### src/rtl/swervolf_ram_init_if.sv
// AXI4 channel bundle between swervolf_ram_init (master) and the RAM port (slave).
// AR/R channels exist only when SWERVOLF_RAM_INIT_VERIFY_EN is defined.
interface swervolf_ram_init_if #(
    parameter int ID_WIDTH = 6
);
    logic [ID_WIDTH-1:0] o_awid;
    logic [31:0]         o_awaddr;
    logic [7:0]          o_awlen;
    logic [2:0]          o_awsize;
    logic [1:0]          o_awburst;
    logic                o_awvalid;
    logic                i_awready;

    logic [63:0]         o_wdata;
    logic [7:0]          o_wstrb;
    logic                o_wlast;
    logic                o_wvalid;
    logic                i_wready;

    logic [ID_WIDTH-1:0] i_bid;
    logic [1:0]          i_bresp;
    logic                i_bvalid;
    logic                o_bready;

`ifdef SWERVOLF_RAM_INIT_VERIFY_EN
    logic [ID_WIDTH-1:0] o_arid;
    logic [31:0]         o_araddr;
    logic [7:0]          o_arlen;
    logic [2:0]          o_arsize;
    logic [1:0]          o_arburst;
    logic                o_arvalid;
    logic                i_arready;

    logic [ID_WIDTH-1:0] i_rid;
    logic [63:0]         i_rdata;
    logic [1:0]          i_rresp;
    logic                i_rlast;
    logic                i_rvalid;
    logic                o_rready;
`endif

    modport master (
`ifdef SWERVOLF_RAM_INIT_VERIFY_EN
        output o_arid, o_araddr, o_arlen, o_arsize, o_arburst, o_arvalid, o_rready,
        input  i_arready, i_rid, i_rdata, i_rresp, i_rlast, i_rvalid,
`endif
        output o_awid, o_awaddr, o_awlen, o_awsize, o_awburst, o_awvalid,
        output o_wdata, o_wstrb, o_wlast, o_wvalid, o_bready,
        input  i_awready, i_wready, i_bid, i_bresp, i_bvalid
    );

    modport slave (
`ifdef SWERVOLF_RAM_INIT_VERIFY_EN
        input  o_arid, o_araddr, o_arlen, o_arsize, o_arburst, o_arvalid, o_rready,
        output i_arready, i_rid, i_rdata, i_rresp, i_rlast, i_rvalid,
`endif
        input  o_awid, o_awaddr, o_awlen, o_awsize, o_awburst, o_awvalid,
        input  o_wdata, o_wstrb, o_wlast, o_wvalid, o_bready,
        output i_awready, i_wready, i_bid, i_bresp, i_bvalid
    );
endinterface

### src/rtl/swervolf_ram_init.sv
// Writes every RAM word with its own byte address using 16-beat INCR bursts, one at a time.
// Define SWERVOLF_RAM_INIT_VERIFY_EN to add a read-back pass that checks the pattern.
module swervolf_ram_init #(
    parameter int          ID_WIDTH  = 6,
    parameter int unsigned MEM_SIZE  = 32'h100000,
    parameter logic [31:0] BASE_ADDR = 32'h0
) (
    input  logic clk,
    input  logic rst,
    input  logic i_start,
    output logic o_busy,
    output logic o_init_done,
    output logic o_init_error,
    swervolf_ram_init_if.master axi
);
    localparam int NBURST = int'(MEM_SIZE / 128);
    localparam int CW     = $clog2(NBURST + 1);
    localparam logic [CW-1:0] LAST_BURST = CW'(NBURST - 1);

    typedef enum logic [2:0] {
        IDLE,
        WADDR,
        WDATA,
        WRESP,
`ifdef SWERVOLF_RAM_INIT_VERIFY_EN
        RADDR,
        RDATA,
`endif
        DONE
    } state_t;

    state_t        state_q, state_d;
    logic [CW-1:0] burst_q, burst_d;
    logic [3:0]    beat_q, beat_d;
    logic          busy_q, busy_d;
    logic          done_q, done_d;
    logic          error_q, error_d;
    logic          awvalid_q, awvalid_d;
    logic          wvalid_q, wvalid_d;
    logic          bready_q, bready_d;
`ifdef SWERVOLF_RAM_INIT_VERIFY_EN
    logic          arvalid_q, arvalid_d;
    logic          rready_q, rready_d;
`endif

    logic [31:0] burst_addr;
    logic [31:0] beat_addr;
    logic [63:0] pattern;

    // Address and data derive from the counters alone, so payloads stay stable under stalls.
    assign burst_addr = BASE_ADDR + (32'(burst_q) << 7);
    assign beat_addr  = burst_addr + {25'd0, beat_q, 3'd0};
    assign pattern    = {beat_addr + 32'd4, beat_addr};

    always_comb begin
        state_d   = state_q;
        burst_d   = burst_q;
        beat_d    = beat_q;
        busy_d    = busy_q;
        done_d    = done_q;
        error_d   = error_q;
        awvalid_d = awvalid_q;
        wvalid_d  = wvalid_q;
        bready_d  = bready_q;
`ifdef SWERVOLF_RAM_INIT_VERIFY_EN
        arvalid_d = arvalid_q;
        rready_d  = rready_q;
`endif
        case (state_q)
            IDLE, DONE: begin
                if (i_start) begin
                    state_d   = WADDR;
                    busy_d    = 1'b1;
                    done_d    = 1'b0;
                    error_d   = 1'b0;
                    burst_d   = '0;
                    beat_d    = '0;
                    awvalid_d = 1'b1;
                end
            end
            WADDR: begin
                if (axi.i_awready) begin
                    awvalid_d = 1'b0;
                    wvalid_d  = 1'b1;
                    state_d   = WDATA;
                end
            end
            WDATA: begin
                if (axi.i_wready) begin
                    beat_d = beat_q + 4'd1;
                    if (beat_q == 4'd15) begin
                        wvalid_d = 1'b0;
                        bready_d = 1'b1;
                        state_d  = WRESP;
                    end
                end
            end
            WRESP: begin
                if (axi.i_bvalid) begin
                    bready_d = 1'b0;
                    burst_d  = burst_q + CW'(1);
                    if (axi.i_bresp != 2'b00) error_d = 1'b1;
                    if (burst_q != LAST_BURST) begin
                        awvalid_d = 1'b1;
                        state_d   = WADDR;
                    end else begin
`ifdef SWERVOLF_RAM_INIT_VERIFY_EN
                        burst_d   = '0;
                        arvalid_d = 1'b1;
                        state_d   = RADDR;
`else
                        busy_d  = 1'b0;
                        done_d  = 1'b1;
                        state_d = DONE;
`endif
                    end
                end
            end
`ifdef SWERVOLF_RAM_INIT_VERIFY_EN
            RADDR: begin
                if (axi.i_arready) begin
                    arvalid_d = 1'b0;
                    rready_d  = 1'b1;
                    state_d   = RDATA;
                end
            end
            RDATA: begin
                if (axi.i_rvalid) begin
                    beat_d = beat_q + 4'd1;
                    if ((axi.i_rdata != pattern) || (axi.i_rresp != 2'b00) ||
                        (axi.i_rlast && (beat_q != 4'd15)))
                        error_d = 1'b1;
                    if (beat_q == 4'd15) begin
                        rready_d = 1'b0;
                        burst_d  = burst_q + CW'(1);
                        if (burst_q != LAST_BURST) begin
                            arvalid_d = 1'b1;
                            state_d   = RADDR;
                        end else begin
                            busy_d  = 1'b0;
                            done_d  = 1'b1;
                            state_d = DONE;
                        end
                    end
                end
            end
`endif
            default: state_d = IDLE;
        endcase
    end

    always_ff @(posedge clk) begin
        if (rst) begin
            state_q   <= IDLE;
            burst_q   <= '0;
            beat_q    <= '0;
            busy_q    <= 1'b0;
            done_q    <= 1'b0;
            error_q   <= 1'b0;
            awvalid_q <= 1'b0;
            wvalid_q  <= 1'b0;
            bready_q  <= 1'b0;
`ifdef SWERVOLF_RAM_INIT_VERIFY_EN
            arvalid_q <= 1'b0;
            rready_q  <= 1'b0;
`endif
        end else begin
            state_q   <= state_d;
            burst_q   <= burst_d;
            beat_q    <= beat_d;
            busy_q    <= busy_d;
            done_q    <= done_d;
            error_q   <= error_d;
            awvalid_q <= awvalid_d;
            wvalid_q  <= wvalid_d;
            bready_q  <= bready_d;
`ifdef SWERVOLF_RAM_INIT_VERIFY_EN
            arvalid_q <= arvalid_d;
            rready_q  <= rready_d;
`endif
        end
    end

    assign o_busy       = busy_q;
    assign o_init_done  = done_q;
    assign o_init_error = error_q;

    assign axi.o_awid    = '0;
    assign axi.o_awaddr  = burst_addr;
    assign axi.o_awlen   = 8'd15;
    assign axi.o_awsize  = 3'd3;
    assign axi.o_awburst = 2'b01;
    assign axi.o_awvalid = awvalid_q;
    assign axi.o_wdata   = pattern;
    assign axi.o_wstrb   = 8'hFF;
    assign axi.o_wlast   = wvalid_q && (beat_q == 4'd15);
    assign axi.o_wvalid  = wvalid_q;
    assign axi.o_bready  = bready_q;

    logic unused_ids;
`ifdef SWERVOLF_RAM_INIT_VERIFY_EN
    assign axi.o_arid    = '0;
    assign axi.o_araddr  = burst_addr;
    assign axi.o_arlen   = 8'd15;
    assign axi.o_arsize  = 3'd3;
    assign axi.o_arburst = 2'b01;
    assign axi.o_arvalid = arvalid_q;
    assign axi.o_rready  = rready_q;
    assign unused_ids    = ^{axi.i_bid, axi.i_rid};
`else
    assign unused_ids    = ^axi.i_bid;
`endif
endmodule

### src/flat_wrapper.sv
// flat-port wrapper written by rule: the top's interface ports become plain ports
module swervolf_ram_init_flat 
#(
    parameter int          ID_WIDTH  = 6,
    parameter int unsigned MEM_SIZE  = 32'h100000,
    parameter logic [31:0] BASE_ADDR = 32'h0
)
  (clk, rst, i_start, o_busy, o_init_done, o_init_error, axi_o_awid, axi_o_awaddr, axi_o_awlen, axi_o_awsize, axi_o_awburst, axi_o_awvalid, axi_o_wdata, axi_o_wstrb, axi_o_wlast, axi_o_wvalid, axi_o_bready, axi_i_awready, axi_i_wready, axi_i_bid, axi_i_bresp, axi_i_bvalid);
  swervolf_ram_init_if #(.ID_WIDTH(ID_WIDTH)) axi_i ();
  input  logic clk;
  input  logic rst;
  input  logic i_start;
  output logic o_busy;
  output logic o_init_done;
  output logic o_init_error;
  output wire logic [$bits(axi_i.o_awid)-1:0] axi_o_awid;
  output wire logic [$bits(axi_i.o_awaddr)-1:0] axi_o_awaddr;
  output wire logic [$bits(axi_i.o_awlen)-1:0] axi_o_awlen;
  output wire logic [$bits(axi_i.o_awsize)-1:0] axi_o_awsize;
  output wire logic [$bits(axi_i.o_awburst)-1:0] axi_o_awburst;
  output wire logic [$bits(axi_i.o_awvalid)-1:0] axi_o_awvalid;
  output wire logic [$bits(axi_i.o_wdata)-1:0] axi_o_wdata;
  output wire logic [$bits(axi_i.o_wstrb)-1:0] axi_o_wstrb;
  output wire logic [$bits(axi_i.o_wlast)-1:0] axi_o_wlast;
  output wire logic [$bits(axi_i.o_wvalid)-1:0] axi_o_wvalid;
  output wire logic [$bits(axi_i.o_bready)-1:0] axi_o_bready;
  input wire logic [$bits(axi_i.i_awready)-1:0] axi_i_awready;
  input wire logic [$bits(axi_i.i_wready)-1:0] axi_i_wready;
  input wire logic [$bits(axi_i.i_bid)-1:0] axi_i_bid;
  input wire logic [$bits(axi_i.i_bresp)-1:0] axi_i_bresp;
  input wire logic [$bits(axi_i.i_bvalid)-1:0] axi_i_bvalid;
  assign axi_o_awid = axi_i.o_awid;
  assign axi_o_awaddr = axi_i.o_awaddr;
  assign axi_o_awlen = axi_i.o_awlen;
  assign axi_o_awsize = axi_i.o_awsize;
  assign axi_o_awburst = axi_i.o_awburst;
  assign axi_o_awvalid = axi_i.o_awvalid;
  assign axi_o_wdata = axi_i.o_wdata;
  assign axi_o_wstrb = axi_i.o_wstrb;
  assign axi_o_wlast = axi_i.o_wlast;
  assign axi_o_wvalid = axi_i.o_wvalid;
  assign axi_o_bready = axi_i.o_bready;
  assign axi_i.i_awready = axi_i_awready;
  assign axi_i.i_wready = axi_i_wready;
  assign axi_i.i_bid = axi_i_bid;
  assign axi_i.i_bresp = axi_i_bresp;
  assign axi_i.i_bvalid = axi_i_bvalid;
  swervolf_ram_init #(.ID_WIDTH(ID_WIDTH), .MEM_SIZE(MEM_SIZE), .BASE_ADDR(BASE_ADDR)) u_core (.clk(clk), .rst(rst), .i_start(i_start), .o_busy(o_busy), .o_init_done(o_init_done), .o_init_error(o_init_error), .axi(axi_i));
endmodule
### config.mk
export PLATFORM = sky130hd
export DESIGN_NAME = swervolf_ram_init_flat
export DESIGN_NICKNAME = d
export VERILOG_FILES = /design/src/rtl/swervolf_ram_init_if.sv /design/src/rtl/swervolf_ram_init.sv /design/src/flat_wrapper.sv
export SDC_FILE = /design/constraint.sdc
export NUM_CORES = 1
export LEC_CHECK = 0
export BUFFER_PORTS_ARGS = -buffer_cell sky130_fd_sc_hd__buf_2
export CAP_MARGIN = 5
export CORE_MARGIN = 5
export CORE_UTILIZATION = 45
export CTS_CLUSTER_SIZE = 16
export DETAILED_ROUTE_END_ITERATION = 8
export GPL_ROUTABILITY_DRIVEN = 0
export MAX_ROUTING_LAYER = met4
export PLACE_DENSITY = 0.86
export SLEW_MARGIN = 5
export SYNTH_ARGS = -nofsm -noshare
export SYNTH_HDL_FRONTEND = slang
export SYNTH_SLANG_ARGS = --single-unit
export TNS_END_PERCENT = 10
### constraint.sdc
create_clock -name clk -period 3.23 [get_ports clk]
set_input_delay 0.4845 -clock clk [delete_from_list [all_inputs] [get_ports clk]]
set_output_delay 0.4845 -clock clk [all_outputs]
set_load 0.02 [all_outputs]
* Word level (Yosys, flattened, before mapping)
Cells that the tools add are included.
** Operators by class
- Shifts and indexed selects :: 0
- Eq/ne operators :: 14
- Add/subtract/negate cells :: 4
- Reductions and logical operators :: 17
- $lt $le $gt $ge :: 0
- Muxes and demuxes :: 36
- Bitwise gates (word level) :: 0
- Multipliers :: 0
- Divide/modulo/power cells :: 0
** Operators by type and width (number)
- 32-bit by 3-bit adder with 32-bit output (second input constant) :: 1
- 14-bit 2-to-1 mux :: 2
- 14-bit case mux with 2 select lines :: 1
- 21-bit by 7-bit adder with 22-bit output :: 1
- 3-bit 2-to-1 mux :: 6
- 1-bit 2-to-1 mux :: 17
- 4-bit AND reduction :: 4
- 14-bit by 1-bit adder with 14-bit output (second input constant) :: 1
- 14-bit by 13-bit != test with 1-bit output (second input constant) :: 1
- 3-bit case mux with 4 select lines :: 1
- 2-bit != test (second input constant) :: 5
- 1-bit case mux with 2 select lines :: 5
- 5-bit AND reduction :: 2
- 2-bit nonzero test :: 5
- 4-bit 2-to-1 mux :: 2
- 4-bit case mux with 2 select lines :: 1
- 3-bit by 2-bit equality test with 1-bit output (second input constant) :: 2
- 2-bit by 1-bit != test with 1-bit output (second input constant) :: 3
- 3-bit AND reduction :: 2
- 4-bit by 1-bit adder with 4-bit output (second input constant) :: 1
- 4-bit equality test (second input constant) :: 1
- 3-bit by 1-bit equality test with 1-bit output (second input constant) :: 1
- 3-bit equality test (second input constant) :: 1
- 3-bit zero test :: 1
- other kinds (4) :: 4
** Storage, ports and cells
- Output and inout port bits :: 130
- Logic and storage cells :: 80
- Bits in latches :: 0
- Bits in registers :: 27
- Memory bits (writable) :: 0
- Memories kept :: 0
- Memory bits (read-only) :: 0
- Input port bits :: 14

* Logic depth before layout (Yosys ltp)
- Word-level depth :: 4
- Depth in mapped cells :: 6
- Mapped depth without buffers :: 5

* Least setup slack after synthesis
Ideal clock, no wire load.
- Path kind :: input port to flip-flop
- Start point :: input port i_start
- End point :: register u_core.burst_q[13]
- Library setup time :: 71 ps
- Slack :: 1380 ps
- Cell stages on the path :: 5
- Data required time :: 3159 ps
- Arrival :: 1780 ps
- Buffers on the path :: 1
- Path through :: or3b_1 -> buf_2 -> a2111o_1 -> or3_1 -> a21oi_1
** Between the ends
- Longest elaborated chain between the ends :: 2
** Ends and longest elaborated chain
- start: declaration :: line flat_wrapper.sv:12 : input logic i_start;
- 2-bit != test (no line)
- 3-bit AND reduction (no line)
- end signal: assignment :: line swervolf_ram_init.sv:169 : burst_q <= burst_d;
- end: declaration :: line swervolf_ram_init.sv:33 : logic [CW-1:0] burst_q, burst_d;
No other way between the ends.
A chain may end at the register's enable or synchronous reset.

* Final worst setup path
- Start point :: register u_core.state_q[0]
- End point :: register u_core.burst_q[11]
** Between the ends
- Longest elaborated chain between the ends :: 4
- Elaborated cells between the ends (all ways) :: 9
- Those cells by class :: 4 x eq/ne; 1 x mux; 4 x reduce/logical
** Ends and longest elaborated chain
- start: declaration :: line swervolf_ram_init.sv:32 : state_t state_q, state_d;
- start signal: assignment :: line swervolf_ram_init.sv:168 : state_q <= state_d;
- 3-bit equality test / 3-bit zero test (equally long branches) :: line swervolf_ram_init.sv:69 : case (state_q)
- 2-bit OR reduction :: line swervolf_ram_init.sv:69
- 2-bit != test (no line) / 2-bit nonzero test (equally long branches)
- 3-bit AND reduction (no line)
Several ways; a longest one is shown, not always the timed one.

==> impl_metrics.json <==
{
  "synth.yosys.warnings": 0,
  "hold_depth": 2,
  "overflow": 0,
  "maxCapViolations": 0,
  "fmax_mhz": 485.4,
  "multi_input_area_sq_um": 989.7,
  "cpMaxStageDelayCell": "dfxtp_1",
  "clkSlewWorstSetupHoldPaths_ns": 0.10,
  "cp_top_family": "compound AO/OA/AOI/OAI gates",
  "via_count": 1527,
  "power.density_mw_per_mm2": 356.2,
  "drt_iter0_markers": 71,
  "io_pins": 144,
  "syn_avg_cell_area_sq_um": 8.013,
  "tritoncts": "yes",
  "peakVddDrop_mv": 0.1446,
  "regToRegStartpoint": "u_core.state_q[0]$_SDFFE_PP0P_",
  "clk_latency_ns": 0.28,
  "totalWireLength_um": 4080,
  "cts_root_buf": "clkbuf_8",
  "period_minus_slack_ns": 2.060,
  "layout_common_cells": "73 x conb_1, 64 x buf_2, 27 x dfxtp_1, 21 x nor2_1, 14 x a21oi_1",
  "clkSinkCount": 27,
  "cp_slowest_stage_delay_ns": 0.62,
  "final-max-slew-violation-count": 0,
  "min_from": "u_core.o_init_error$_SDFFE_PP0P_",
  "area_growth_pct": -5.662,
  "status": "complete, no violations",
  "fin_tns_setup_ns": 0,
  "async_flop_share": 0,
  "nFillCells": 450,
  "postRouteAntennaNets": 0,
  "syn-instance-count": 262,
  "grt_pass1_wl_um": 6354,
  "cp-start-kind": "flip-flop",
  "path_cells": "nand4b_1, a2111o_1, or3_1, a21oi_1",
  "hpwl_um": 3277,
  "holdBufCountCts": 0,
  "synth-seq-cells": 27,
  "mostFrequentLayoutCell": "conb_1",
  "post_cts_buffers": 0,
  "worst_hold_slack_ns": 0.4700,
  "rsz0062_at_grt": "no",
  "drc": 0,
  "synth_cell_types": 36,
  "start_util": 0.4724,
  "drt-wirelength-per-cell_um": 11.96,
  "final_layout_size_suffix_gt1_frac": 0.2388,
  "r2r_cells": 4,
  "report.final.setup_viol": 0,
  "cp_max_fo": 15,
  "htree_levels": 1,
  "synth-edff-count": 0,
  "r2r_slack_ns": 1.17,
  "dieHeight_um": 78.31,
  "register_area_sq_um": 540.5,
  "slew_headroom": 0.4787,
  "p_leak_nw": 1.036,
  "die_w_um": 78.31,
  "rr_endpoint": "u_core.burst_q[11]$_SDFFE_PP0P_",
  "grt_pass1_vias": 1390,
  "diodes": 0,
  "track_usage": 0.1270,
  "min_to": "u_core.o_init_error$_SDFFE_PP0P_",
  "portBuffers": 64,
  "worst_pin_slew_ns": 0.7715,
  "min_path_type": "reg -> reg",
  "clockBufferDepth": 2,
  "final_nets": 306,
  "path_class": "reg -> reg",
  "ys_seq_area_frac": 0.2574,
  "fp.coreArea_sq_mm": 0.004444,
  "antenna_found_initial": 0,
  "hold_viol": 0,
  "fin_skew_ns": 0.008552,
  "viasPerCell": 4.478,
  "first_pass_iters": 4,
  "dieArea_sq_mm": 0.006132,
  "crit_buf_inv": 0,
  "cp_data_required_time_ns": 3.44,
  "cts_made_buffers": 3,
  "synthFlopType": "dfxtp_1",
  "cts_resized": 0,
  "syn_area_sq_mm": 0.002100,
  "grt_max_degree": 16,
  "arrival_ns": 2.27,
  "placementRows": 24,
  "crit_path_end_kind": "flip-flop",
  "finalCritPeriodShare": 0.6378
}
## power by group
group          switching (W)  total [W]  internal, W
Clock               0.000107   0.000194    0.0000866
Sequential         0.0000146   0.000357     0.000342
Combinational       0.000126   0.000154    0.0000286
Total               0.000248   0.000705     0.000458
## flip-flops by register name (all words and copies together), names as in the netlist
| signal | flops |
|---|---|
| u_core.burst_q | 14 |
| u_core.beat_q | 4 |
| u_core.state_q | 3 |
| u_core.axi.o_awvalid | 1 |
| u_core.axi.o_bready | 1 |
| u_core.axi.o_wvalid | 1 |
| u_core.o_busy | 1 |
| u_core.o_init_done | 1 |
| u_core.o_init_error | 1 |
## worst max-delay path by stage
| stage | start | endpoint | slack, ns | cells past startpoint |
|---|---|---|---|---|
| 6_report | u_core.state_q[0]$_SDFFE_PP0P_ | u_core.burst_q[11]$_SDFFE_PP0P_ | 1.17 | 4 |
| 3_5_place_dp | i_start | u_core.burst_q[13]$_SDFFE_PP0P_ | 1.18 | 5 |
| 5_1_grt | u_core.state_q[0]$_SDFFE_PP0P_ | u_core.burst_q[9]$_SDFFE_PP0P_ | 1.04 | 4 |
| 4_1_cts | u_core.state_q[0]$_SDFFE_PP0P_ | u_core.burst_q[9]$_SDFFE_PP0P_ | 1.20 | 4 |
| 2_1_floorplan | i_start | u_core.burst_q[13]$_SDFFE_PP0P_ | 1.38 | 5 |
| 3_3_place_gp | i_start | u_core.burst_q[13]$_SDFFE_PP0P_ | 1.19 | 5 |
## kinds of logic (layout without fill, tap and decap cells)
family | after synthesis | in the layout | synth area share
AO/OA/AOI/OAI | 36 | 36 | 0.1055
XOR/XNOR | 9 | 9 | 0.03754
adder cells (fa/ha/maj) | 2 | 2 | 0.01192
buffers and inverters | 117 | 73 | 0.3981
flip-flops | 27 | 27 | 0.2575
multiplexers | 1 | 1 | 0.004768
other | 2 | 73 | 0.003577
AND/OR/NAND/NOR | 68 | 68 | 0.1812
## synthesized netlist by cell type, types with 3 or more instances
| master | count | share of area |
|---|---|---|
| a21oi_1 | 14 | 0.033 |
| a211oi_1 | 3 | 0.011 |
| and4_1 | 3 | 0.013 |
| buf_4 | 105 | 0.38 |
| inv_1 | 5 | 0.0089 |
| o21ai_0 | 8 | 0.019 |
| nand2_1 | 8 | 0.014 |
| and2_1 | 3 | 0.0089 |
| nor2_1 | 21 | 0.038 |
| xor2_1 | 5 | 0.021 |
| or3_1 | 5 | 0.015 |
| xnor2_1 | 4 | 0.017 |
| clkbuf_1 | 5 | 0.0089 |
| nand3_1 | 4 | 0.0095 |
| nor3_1 | 5 | 0.012 |
| dfxtp_1 | 27 | 0.26 |
| o211ai_1 | 3 | 0.011 |
| nand4_1 | 6 | 0.018 |
## metal layers
metal,share of wire,up-vias,global-route usage
met5,0,-,-
met2,0.51,73,0.2372
met3,0.087,3,0.02403
met1,0.40,697,0.1375
met4,0.0064,0,0.03322
li1,-,754,-
## final cells by class
type | instances | share of cell area
clock inverter | 1 | 0.002527
inverter | 5 | 0.009476
clock buffer | 3 | 0.02085
timing repair buffer | 64 | 0.1617
sequential | 27 | 0.2729
tap | 52 | 0.03285
multi-input combinational | 189 | 0.4997
## tightest hold or removal path: cells and delay by family (launching register included)
family,cells,cell delay (ns)
flip-flops,1,0.32
AO/OA/AOI/OAI,1,0.05
AND/OR/NAND/NOR,1,0.05
## through the flow
step | std cells | area (sq um) | utilization | worst slack [ns] | power, W
after global routing | 341 | 1981 | 0.4457 | 1.038 | 0.0007445
after floorplan | 333 | 2366 | - | 1.380 | 0.0005607
after detailed placement | 337 | 1934 | 0.4352 | 1.177 | 0.0005158
after global placement | 337 | 1934 | 0.4352 | 1.188 | 0.0005126
after CTS | 341 | 1981 | 0.4457 | 1.197 | 0.0007084
final | 341 | 1981 | 0.4457 | 1.170 | 0.0007054
Note: power is estimated with default switching activity, not from simulation.
